### src/rtl/peecc_ctrl_pkg.sv
// Shared types and constants for the PEECC pipeline sequencer.
// Latency: n/a (declarations only).
// Backpressure: n/a.
package peecc_ctrl_pkg;

  typedef enum logic [2:0] {
    ST_IDLE,
    ST_FILL,
    ST_RUN,
    ST_DRAIN,
    ST_DONE
  } seq_state_t;

  localparam int DEF_NUM_STAGES   = 5;
  localparam int DEF_STAGE_CYCLES = 2;
  localparam int DEF_CNT_W        = 16;

  // Ceiling log2, usable in constant expressions; clog2(1) = 0.
  function automatic int clog2(input int value);
    int r;
    r = 0;
    while ((1 << r) < value) r++;
    return r;
  endfunction

endpackage

### src/rtl/stage_timer.sv
// Dwell counter that pulses wrap on every STAGE_CYCLES-th enabled, non-stalled cycle.
// Latency: wrap is combinational from the count register (same cycle).
// Backpressure: stall freezes the count and suppresses wrap; clr forces the count to zero.
module stage_timer
  import peecc_ctrl_pkg::*;
#(
  parameter int STAGE_CYCLES = DEF_STAGE_CYCLES
) (
  input  logic clk,
  input  logic reset_n,
  input  logic en,
  input  logic stall,
  input  logic clr,
  output logic wrap
);

  localparam int            CW   = clog2(STAGE_CYCLES) + 1;
  localparam logic [CW-1:0] LAST = CW'(STAGE_CYCLES - 1);

  logic [CW-1:0] cnt;

  assign wrap = en && !stall && (cnt == LAST);

  // Count 0..STAGE_CYCLES-1 on enabled, non-stalled cycles; clear has priority.
  always_ff @(posedge clk or negedge reset_n) begin
    if (!reset_n) begin
      cnt <= '0;
    end else if (clr) begin
      cnt <= '0;
    end else if (en && !stall) begin
      cnt <= (cnt == LAST) ? '0 : cnt + 1'b1;
    end
  end

endmodule

### src/rtl/pipeline_sequencer.sv
// Fills PEECC stage enables one at a time, runs N words (or continuously), then drains.
// Latency: start to stage_en[k] is 1 + k*STAGE_CYCLES cycles; all outputs registered.
// Backpressure: stall freezes sequencing and gates enables low; abort returns to idle next cycle.
module pipeline_sequencer
  import peecc_ctrl_pkg::*;
#(
  parameter int NUM_STAGES   = DEF_NUM_STAGES,
  parameter int STAGE_CYCLES = DEF_STAGE_CYCLES,
  parameter int CNT_W        = DEF_CNT_W
) (
  input  logic                  clk,
  input  logic                  reset_n,
  input  logic                  start,
  input  logic                  continuous,
  input  logic [CNT_W-1:0]      num_words,
  input  logic                  stall,
  input  logic                  abort,
  output logic [NUM_STAGES-1:0] stage_en,
  output logic                  trigger,
  output logic                  busy,
  output logic                  done,
  output logic                  aborted,
  output logic [CNT_W-1:0]      words_done
);

  localparam logic [CNT_W-1:0] CNT_MAX = '1;

  seq_state_t            state_q, state_d;
  logic [NUM_STAGES-1:0] en_q, en_d;
  logic [CNT_W-1:0]      word_cnt_q, word_cnt_d;
  logic [CNT_W-1:0]      nw_q, nw_d;
  logic [CNT_W-1:0]      words_d;
  logic                  cont_q, cont_d;
  logic                  trig_d, done_d, aborted_d;
  logic                  gate, wrap, timer_en;

  assign timer_en = (state_q == ST_FILL) || (state_q == ST_DRAIN);
  // Stall only matters while the pipeline is actually sequenced.
  assign gate     = stall && (timer_en || (state_q == ST_RUN));

  stage_timer #(
    .STAGE_CYCLES(STAGE_CYCLES)
  ) u_timer (
    .clk    (clk),
    .reset_n(reset_n),
    .en     (timer_en),
    .stall  (stall),
    .clr    (!timer_en),
    .wrap   (wrap)
  );

  // Next-state and next-output decode; abort overrides every other transition.
  always_comb begin
    state_d    = state_q;
    en_d       = en_q;
    word_cnt_d = word_cnt_q;
    nw_d       = nw_q;
    cont_d     = cont_q;
    words_d    = words_done;
    trig_d     = 1'b0;
    done_d     = 1'b0;
    aborted_d  = 1'b0;
    case (state_q)
      ST_IDLE: begin
        if (start) begin
          nw_d       = num_words;
          cont_d     = continuous;
          words_d    = '0;
          word_cnt_d = '0;
          en_d       = NUM_STAGES'(1);
          trig_d     = 1'b1;
          state_d    = ST_FILL;
        end
      end
      ST_FILL: begin
        if (wrap) begin
          en_d   = {en_q[NUM_STAGES-2:0], 1'b1};
          trig_d = 1'b1;
          if (en_q[NUM_STAGES-2]) state_d = ST_RUN;
        end
      end
      ST_RUN: begin
        if (!stall) begin
          if (!cont_q && (nw_q == '0)) begin
            // Zero-length single shot: pass straight through without issuing a word.
            state_d = ST_DRAIN;
            en_d    = {en_q[NUM_STAGES-1:1], 1'b0};
          end else begin
            word_cnt_d = word_cnt_q + 1'b1;
            if (words_done != CNT_MAX) words_d = words_done + 1'b1;
            if (cont_q ? !continuous : (word_cnt_d == nw_q)) begin
              state_d = ST_DRAIN;
              en_d    = {en_q[NUM_STAGES-1:1], 1'b0};
            end
          end
        end
      end
      ST_DRAIN: begin
        if (wrap) begin
          en_d = en_q & (en_q - 1'b1);
          if (en_d == '0) begin
            state_d = ST_DONE;
            done_d  = 1'b1;
          end
        end
      end
      ST_DONE: state_d = ST_IDLE;
      default: state_d = ST_IDLE;
    endcase
    // The word issued in the abort cycle still counts; only the sequencing stops.
    if (abort && (state_q != ST_IDLE)) begin
      state_d   = ST_IDLE;
      en_d      = '0;
      trig_d    = 1'b0;
      done_d    = 1'b0;
      aborted_d = 1'b1;
    end
  end

  // State and run-context registers.
  always_ff @(posedge clk or negedge reset_n) begin
    if (!reset_n) begin
      state_q    <= ST_IDLE;
      en_q       <= '0;
      word_cnt_q <= '0;
      nw_q       <= '0;
      cont_q     <= 1'b0;
    end else begin
      state_q    <= state_d;
      en_q       <= en_d;
      word_cnt_q <= word_cnt_d;
      nw_q       <= nw_d;
      cont_q     <= cont_d;
    end
  end

  // Registered outputs; enables are gated low on stalled cycles. Steps only
  // advance on non-stalled cycles, so a trigger is never due while gated.
  always_ff @(posedge clk or negedge reset_n) begin
    if (!reset_n) begin
      stage_en   <= '0;
      trigger    <= 1'b0;
      busy       <= 1'b0;
      done       <= 1'b0;
      aborted    <= 1'b0;
      words_done <= '0;
    end else begin
      stage_en   <= gate ? '0 : en_d;
      trigger    <= trig_d && !gate;
      busy       <= (state_d != ST_IDLE);
      done       <= done_d;
      aborted    <= aborted_d;
      words_done <= words_d;
    end
  end

endmodule

### config.mk
export PLATFORM = sky130hd
export DESIGN_NAME = pipeline_sequencer
export DESIGN_NICKNAME = d
export VERILOG_FILES = /design/src/rtl/peecc_ctrl_pkg.sv /design/src/rtl/stage_timer.sv /design/src/rtl/pipeline_sequencer.sv
export SDC_FILE = /design/constraint.sdc
export NUM_CORES = 1
export LEC_CHECK = 0
export ABC_AREA = 1
export CORE_MARGIN = 2
export CORE_UTILIZATION = 51
export CTS_CLUSTER_DIAMETER = 200
export DETAILED_ROUTE_END_ITERATION = 10
export MAX_ROUTING_LAYER = met4
export PLACE_DENSITY = 0.77
export SLEW_MARGIN = 0
export SYNTH_ARGS = -nofsm -noshare
export SYNTH_HDL_FRONTEND = slang
export SYNTH_HIERARCHICAL = 1
export SYNTH_SLANG_ARGS = --single-unit
export TNS_END_PERCENT = 10
### constraint.sdc
create_clock -name clk -period 1.95 [get_ports clk]
set_clock_uncertainty 0.2 [all_clocks]
set_input_delay 0.195 -clock clk [delete_from_list [all_inputs] [get_ports clk]]
set_output_delay 0.195 -clock clk [all_outputs]
set_load 0.005 [all_outputs]
Word-level counts from Yosys, hierarchy flattened
Cells that the tools add are included. Widths: inputs -> output; s select.

Register bits after elaboration: 68. Bits in latches: 0. RAM bits: 0. Memory bits (read-only): 0. Bits of input ports: 22. Word-level logic and storage cells: 89. Memories: 0.

Add/sub/neg operators: 4. $mul: 0. Div/mod/pow operators: 0. Order comparisons: 0. Equality and inequality tests: 11. Shift-type cells: 0. Multiplexer cells: 40. Bitwise gates (word level): 1. Reductions and logical operators: 21.

Operators with widths (count): $mux 16 (6); $pmux 16 s2 (2); $add 16x1->16 const B (2); $mux 3 (9); $mux 5 (5); $pmux 5 s4 (1); $eq 16x16->1 (1); $logic_not 16->1 (1); $ne 16x16->1 const B (1); $mux 1 (12); $pmux 3 s4 (1); $eq 3x2->1 const B (2); $logic_and 1x1->1 (6); $mux 2 (3); $ne 2x2->1 const B (3); $reduce_bool 3->1 (2); $and 5x5->5 (1); $logic_not 5->1 (1); $reduce_and 5->1 (1); $sub 5x1->5 const B (1); $logic_not 1->1 (4); $ne 2x1->1 const B (2); $reduce_and 4->1 (1); $eq 3x1->1 const B (1); 7 further kinds (8).

Logic depth before layout (Yosys ltp)
Depth after elaboration: 9. Mapped depth: 18.

By module
The synthesis kept the hierarchy.

By module, submodules not included: pipeline_sequencer (instances 1, cells each 501, area an instance 3773.6 um^2, seq. area each 1651.6 um^2); stage_timer (instances 1, cells each 11, area an instance 93.8 um^2, seq. area each 50.0 um^2).

Least setup slack after synthesis
No wires, ideal clock.

Path kind: reg2reg. Start point: register state_q[2]. End point: register stage_en[3]. Setup time: 0.072 ns. Data arrival time: 1.796 ns. Required time: 1.678 ns. Path slack: -0.119 ns. Cell stages (with the launch flop): 12. Buffers on the path: 0. Clock period less this slack: 2.069 ns. Path through: dfrtp_1 inv_2 nand2_1 inv_1 nand3_2 nor2_1 inv_1 nor2_1 inv_1 o211ai_1 o211ai_1 nor2_1.

Word-level cells in the longest chain between the ends: 8. Elaborated cells on any way between the ends: 16. Those cells by class: 3 x eq/ne; 5 x mux; 8 x reduce/logical.

Ends and longest elaborated chain: start, declared (line pipeline_sequencer.sv:28) `seq_state_t state_q, state_d;`; start signal, assigned (line pipeline_sequencer.sv:129) `state_q <= state_d;`; $eq 3x1->1 or $eq 3x2->1 (tied branches) (line pipeline_sequencer.sv:37) `assign timer_en = (state_q == ST_FILL) || (state_q == ST_DRAIN);`; $logic_or 1x1->1 (*) (line pipeline_sequencer.sv:37); via timer_en (line pipeline_sequencer.sv:35) `logic gate, wrap, timer_en;`; $logic_and 1x1->1 (*) (2 in a row) (line stage_timer.sv:22) `assign wrap = en && !stall && (cnt == LAST);`; via wrap (line pipeline_sequencer.sv:35); $mux 5 (on tied branches) (line pipeline_sequencer.sv:99, pipeline_sequencer.sv:76); $pmux 5 s4 (*) (line pipeline_sequencer.sv:63) `case (state_q)`; $mux 5 (*) (line pipeline_sequencer.sv:111) `if (abort && (state_q != ST_IDLE)) begin`; $mux 5 (*) (line pipeline_sequencer.sv:148) `stage_en <= gate ? '0 : en_d;`; end signal, assigned (line pipeline_sequencer.sv:148); end, declared (line pipeline_sequencer.sv:18) `output logic [NUM_STAGES-1:0] stage_en,`.

The timed path passes the listed nets; every way through them passes the cells marked *. A chain may end at the register's enable or synchronous reset.

Worst setup path after layout
Start point: register word_cnt_q[1]. End point: register en_q[0].

Word-level cells in the longest chain between the ends: 8.

Ends and longest elaborated chain: start, declared (line pipeline_sequencer.sv:30) `logic [CNT_W-1:0] word_cnt_q, word_cnt_d;`; start signal, assigned (line pipeline_sequencer.sv:131) `word_cnt_q <= word_cnt_d;`; $add 16x1->16 (line pipeline_sequencer.sv:89) `word_cnt_d = word_cnt_q + 1'b1;`; $eq 16x16->1 (line pipeline_sequencer.sv:91) `if (cont_q ? !continuous : (word_cnt_d == nw_q)) begin`; $mux 1 (2 in a row) (line pipeline_sequencer.sv:91); $mux 1 (line pipeline_sequencer.sv:84) `if (!cont_q && (nw_q == '0)) begin`; $mux 1 (line pipeline_sequencer.sv:83) `if (!stall) begin`; $pmux 5 s4 (line pipeline_sequencer.sv:63); $mux 5 (line pipeline_sequencer.sv:111); via en_d[0] (line pipeline_sequencer.sv:29) `logic [NUM_STAGES-1:0] en_q, en_d;`; end signal, assigned (line pipeline_sequencer.sv:130) `en_q <= en_d;`; end, declared (line pipeline_sequencer.sv:29).

The timed path passes the listed nets, and every way through them passes these cells.

==> flow_summary.yaml <==
run_status:
  status: "complete, but fails checks"
  violations: "negative setup slack"
placed_design:
  dp.cells: 729
  gp_congestion: 0.976
  hpwl_um: 8010
  post-place-ws_ns: -0.270
  port_buffers: 46
worst_setup_path:
  worstSetupPathType: "register to register"
  cp-start-kind: "register"
  crit_path_frequent_cell: "nand2_1"
  r2r-end: "en_q[0]$_DFF_PN0_"
  arrival_ns: 2.26
  crit_path_start: "word_cnt_q[1]$_DFFE_PN0P_"
  slowest_delay_ns: 0.43
  crit_required_ns: 1.99
  worst-r2r-cell-count: 16
  cp_max_fo: 7
  r2r-start: "word_cnt_q[1]$_DFFE_PN0P_"
  path_cells: "buf_6 -> nand2_4 -> nor2_4 -> nand3b_1 -> nand2_1 -> nand3_1 -> nand2_1 -> nand2_1 -> nor2_2 -> nand3_2 -> nand2_2 -> nand2_1 -> nand2_1 -> nand2_1 -> nand2_1 -> inv_1"
  r2r_slack_ns: -0.27
  slowest_stage: "dfrtp_2"
  critPathCaptureType: "register"
timing:
  final.setup.tns_ns: -1.71
  max_freq_mhz: 450
  max_slew_margin_pct: 71.2
  rsz0062_at_grt: "yes"
  min_period_ns: 2.22
  fin_ws_ns: -0.272
  worstMarginPinSlew_ns: 0.432
  fin_crit_sh_pct: 114
  slew_viol_final: 0
  setup_viol: 18
  hold_violations: 0
yosys:
  synth_top_area_share_pct: 44.0
  syn_inst: 512
  async_reset_ff_share_pct: 100
  yosys_warnings: 6
  ys_ff_latch: 68
  yosysUniqueCellTypes: 37
  yosys-top-cells-area: "dfrtp_1 (44%), nand2_1 (13%), inv_1 (6.0%)"
  synth_area_sq_um: 3870
  yosys.area.top_type: "dfrtp_1"
  syn_avg_cell_area_sq_um: 7.55
  synth-edff-count: 0
  yosysSeqAreaShare_pct: 44.0
  synth_ff_type: "dfrtp_1"
  syn_nets: 536
finish:
  fill_cells: 513
  multi_input_area_sq_um: 2100
  syn2layout_area_growth_pct: 46.2
  register_area_sq_um: 1710
  drive_gt1_share_pct: 29.4
  finalNetCount: 678
  antenna_cells: 0
  utilization_pct: 77.5
  fin_cells: 758
run:
  cap_violations: 0
clock_tree:
  htree_levels: 3
  clk_pin_slew_ns: 0.08
  cts_buffers: 9
  cts_buffer_depth: 2
  clkSinkCount: 68
  clock-root-buffer: "clkbuf_8"
  cts_tree: "yes"
  clk_latency_ns: 0.36
routing:
  drc: 0
  drt_iter0_drc: 277
  wl_um: 11700
  firstDrtPassIters: 5
  route.vias.total: 4161
  wire_per_inst_um: 15.5
  via_per_inst: 5.49
  ant_nets: 0
die:
  core_area_sq_um: 7290
  num_rows: 31
  dieHeight_um: 91.1
  dieArea_sq_um: 8300
  die_w_um: 91.1
  floorplan.initialDensity_pct: 53.0
  ios: 47
power:
  power_density_nw_per_um2: 954
  leakage_nw: 2.61
  vdd_drop_max_v: 0.000667
global_routing:
  grt_use_total_pct: 29.1
  grt-ovfl-total: 0
  grt_max_degree: 35
  grt_pass1_wl_um: 18600
  grt_pass1_vias: 4149
  antenna_found_initial: 0
min_path:
  hold_class: "input pin to async pin"
[metal layers]
| metal | vias to the layer above | global-route usage, % | wire length [um] |
|---|---|---|---|
| met4 | 0 | 14.9 | 467 |
| met2 | 198 | 49.9 | 6030 |
| li1 | 1950 | - | - |
| met5 | - | - | 0 |
| met3 | 57 | 3.98 | 668 |
| met1 | 1956 | 33.3 | 4580 |
[flip-flops by register name, indices dropped and copies added, names as in the netlist]
name and flops:
trigger 1, nw_q 16, stage_en 5, aborted 1
en_q 5, busy 1, done 1, u_timer/cnt 2
words_done 16, state_q 3, cont_q 1, word_cnt_q 16
[repair_timing]
action	CTS	global route
buffers inserted	8	4
setup endpoints to repair	22	47
hold buffers	1	0
hold endpoints to repair	49	0
gates cloned	0	0
resized for setup	14	53
pin swaps	17	21
[worst max path at each step]
stage and to:
6_report en_q[0]$_DFF_PN0_, 5_1_grt en_q[0]$_DFF_PN0_, 3_5_place_dp en_q[0]$_DFF_PN0_, 2_1_floorplan stage_en[0]$_DFF_PN0_, 4_1_cts en_q[0]$_DFF_PN0_, 3_3_place_gp stage_en[0]$_DFF_PN0_
[where the power goes]
group	total [mW]	leakage, nW	switching, mW	internal, mW
combinational	2.04	1.58	1.16	0.884
sequential	1.88	0.903	0.209	1.68
clock	1.47	0.122	0.583	0.884
[cell families (layout without fill, tap and decap cells)]
logic type               Yosys count  count (layout)  share of synthesized area [%]
flip-flops                        68              68                           44.0
XOR/XNOR                          10              10                           2.62
adder cells (fa/ha/maj)            2               2                          0.647
AO/OA/AOI/OAI                     75              75                           11.8
buffers and inverters             76             223                           7.99
AND/OR/NAND/NOR                  281             281                           32.9
[final cells by class]
| cell class | count | share of cell area, % |
|---|---|---|
| Sequential cell | 68 | 30.2 |
| Clock inverter | 6 | 1.97 |
| Inverter | 67 | 4.45 |
| Clock buffer | 10 | 2.43 |
| Timing Repair Buffer | 140 | 21.6 |
| Tap cell | 99 | 2.19 |
| Multi-Input combinational cell | 368 | 37.2 |
[critical path: cells and delay by family (launching register included)]
family	cells	cell delay, ns
and+or+nand+nor	14	1.31
buffers and inverters	2	0.17
DFF	1	0.43
[cells in the mapped netlist, drive strengths merged, types with 5 or more instances]
| master | instances |
|---|---|
| a21oi | 17 |
| o21ai | 26 |
| xor2 | 8 |
| clkbuf | 5 |
| o22ai | 13 |
| nand4 | 10 |
| dfrtp | 68 |
| inv | 67 |
| o31ai | 7 |
| nand2 | 145 |
| nor2 | 69 |
| nand3 | 39 |
| nor3 | 11 |
[per-stage QoR]
stage	hold slack, ns	total power [mW]	cell area (sq um)
6_report	0.0982	5.39	5650
5_1_grt	0.137	5.70	5650
4_1_cts	0.113	5.22	5430
3_5_place_dp	-0.0444	3.71	5060
3_3_place_gp	-0.0427	3.63	5060
2_1_floorplan	-0.301	2.82	3880
[placed cells by master, fill, tap and decap left out, drive strengths merged, types with 4 or more instances in the layout]
cell             n
clkbuf          10
a21oi           17
buf             94
o22ai           13
dfrtp           68
nor4             4
nor3            11
nand2          145
inv             67
o31ai            7
nand4           10
clkdlybuf4s50   45
nor2            69
o211ai           4
nand3           39
xor2             8
o21ai           26
Note: power is estimated with default switching activity, not from simulation.
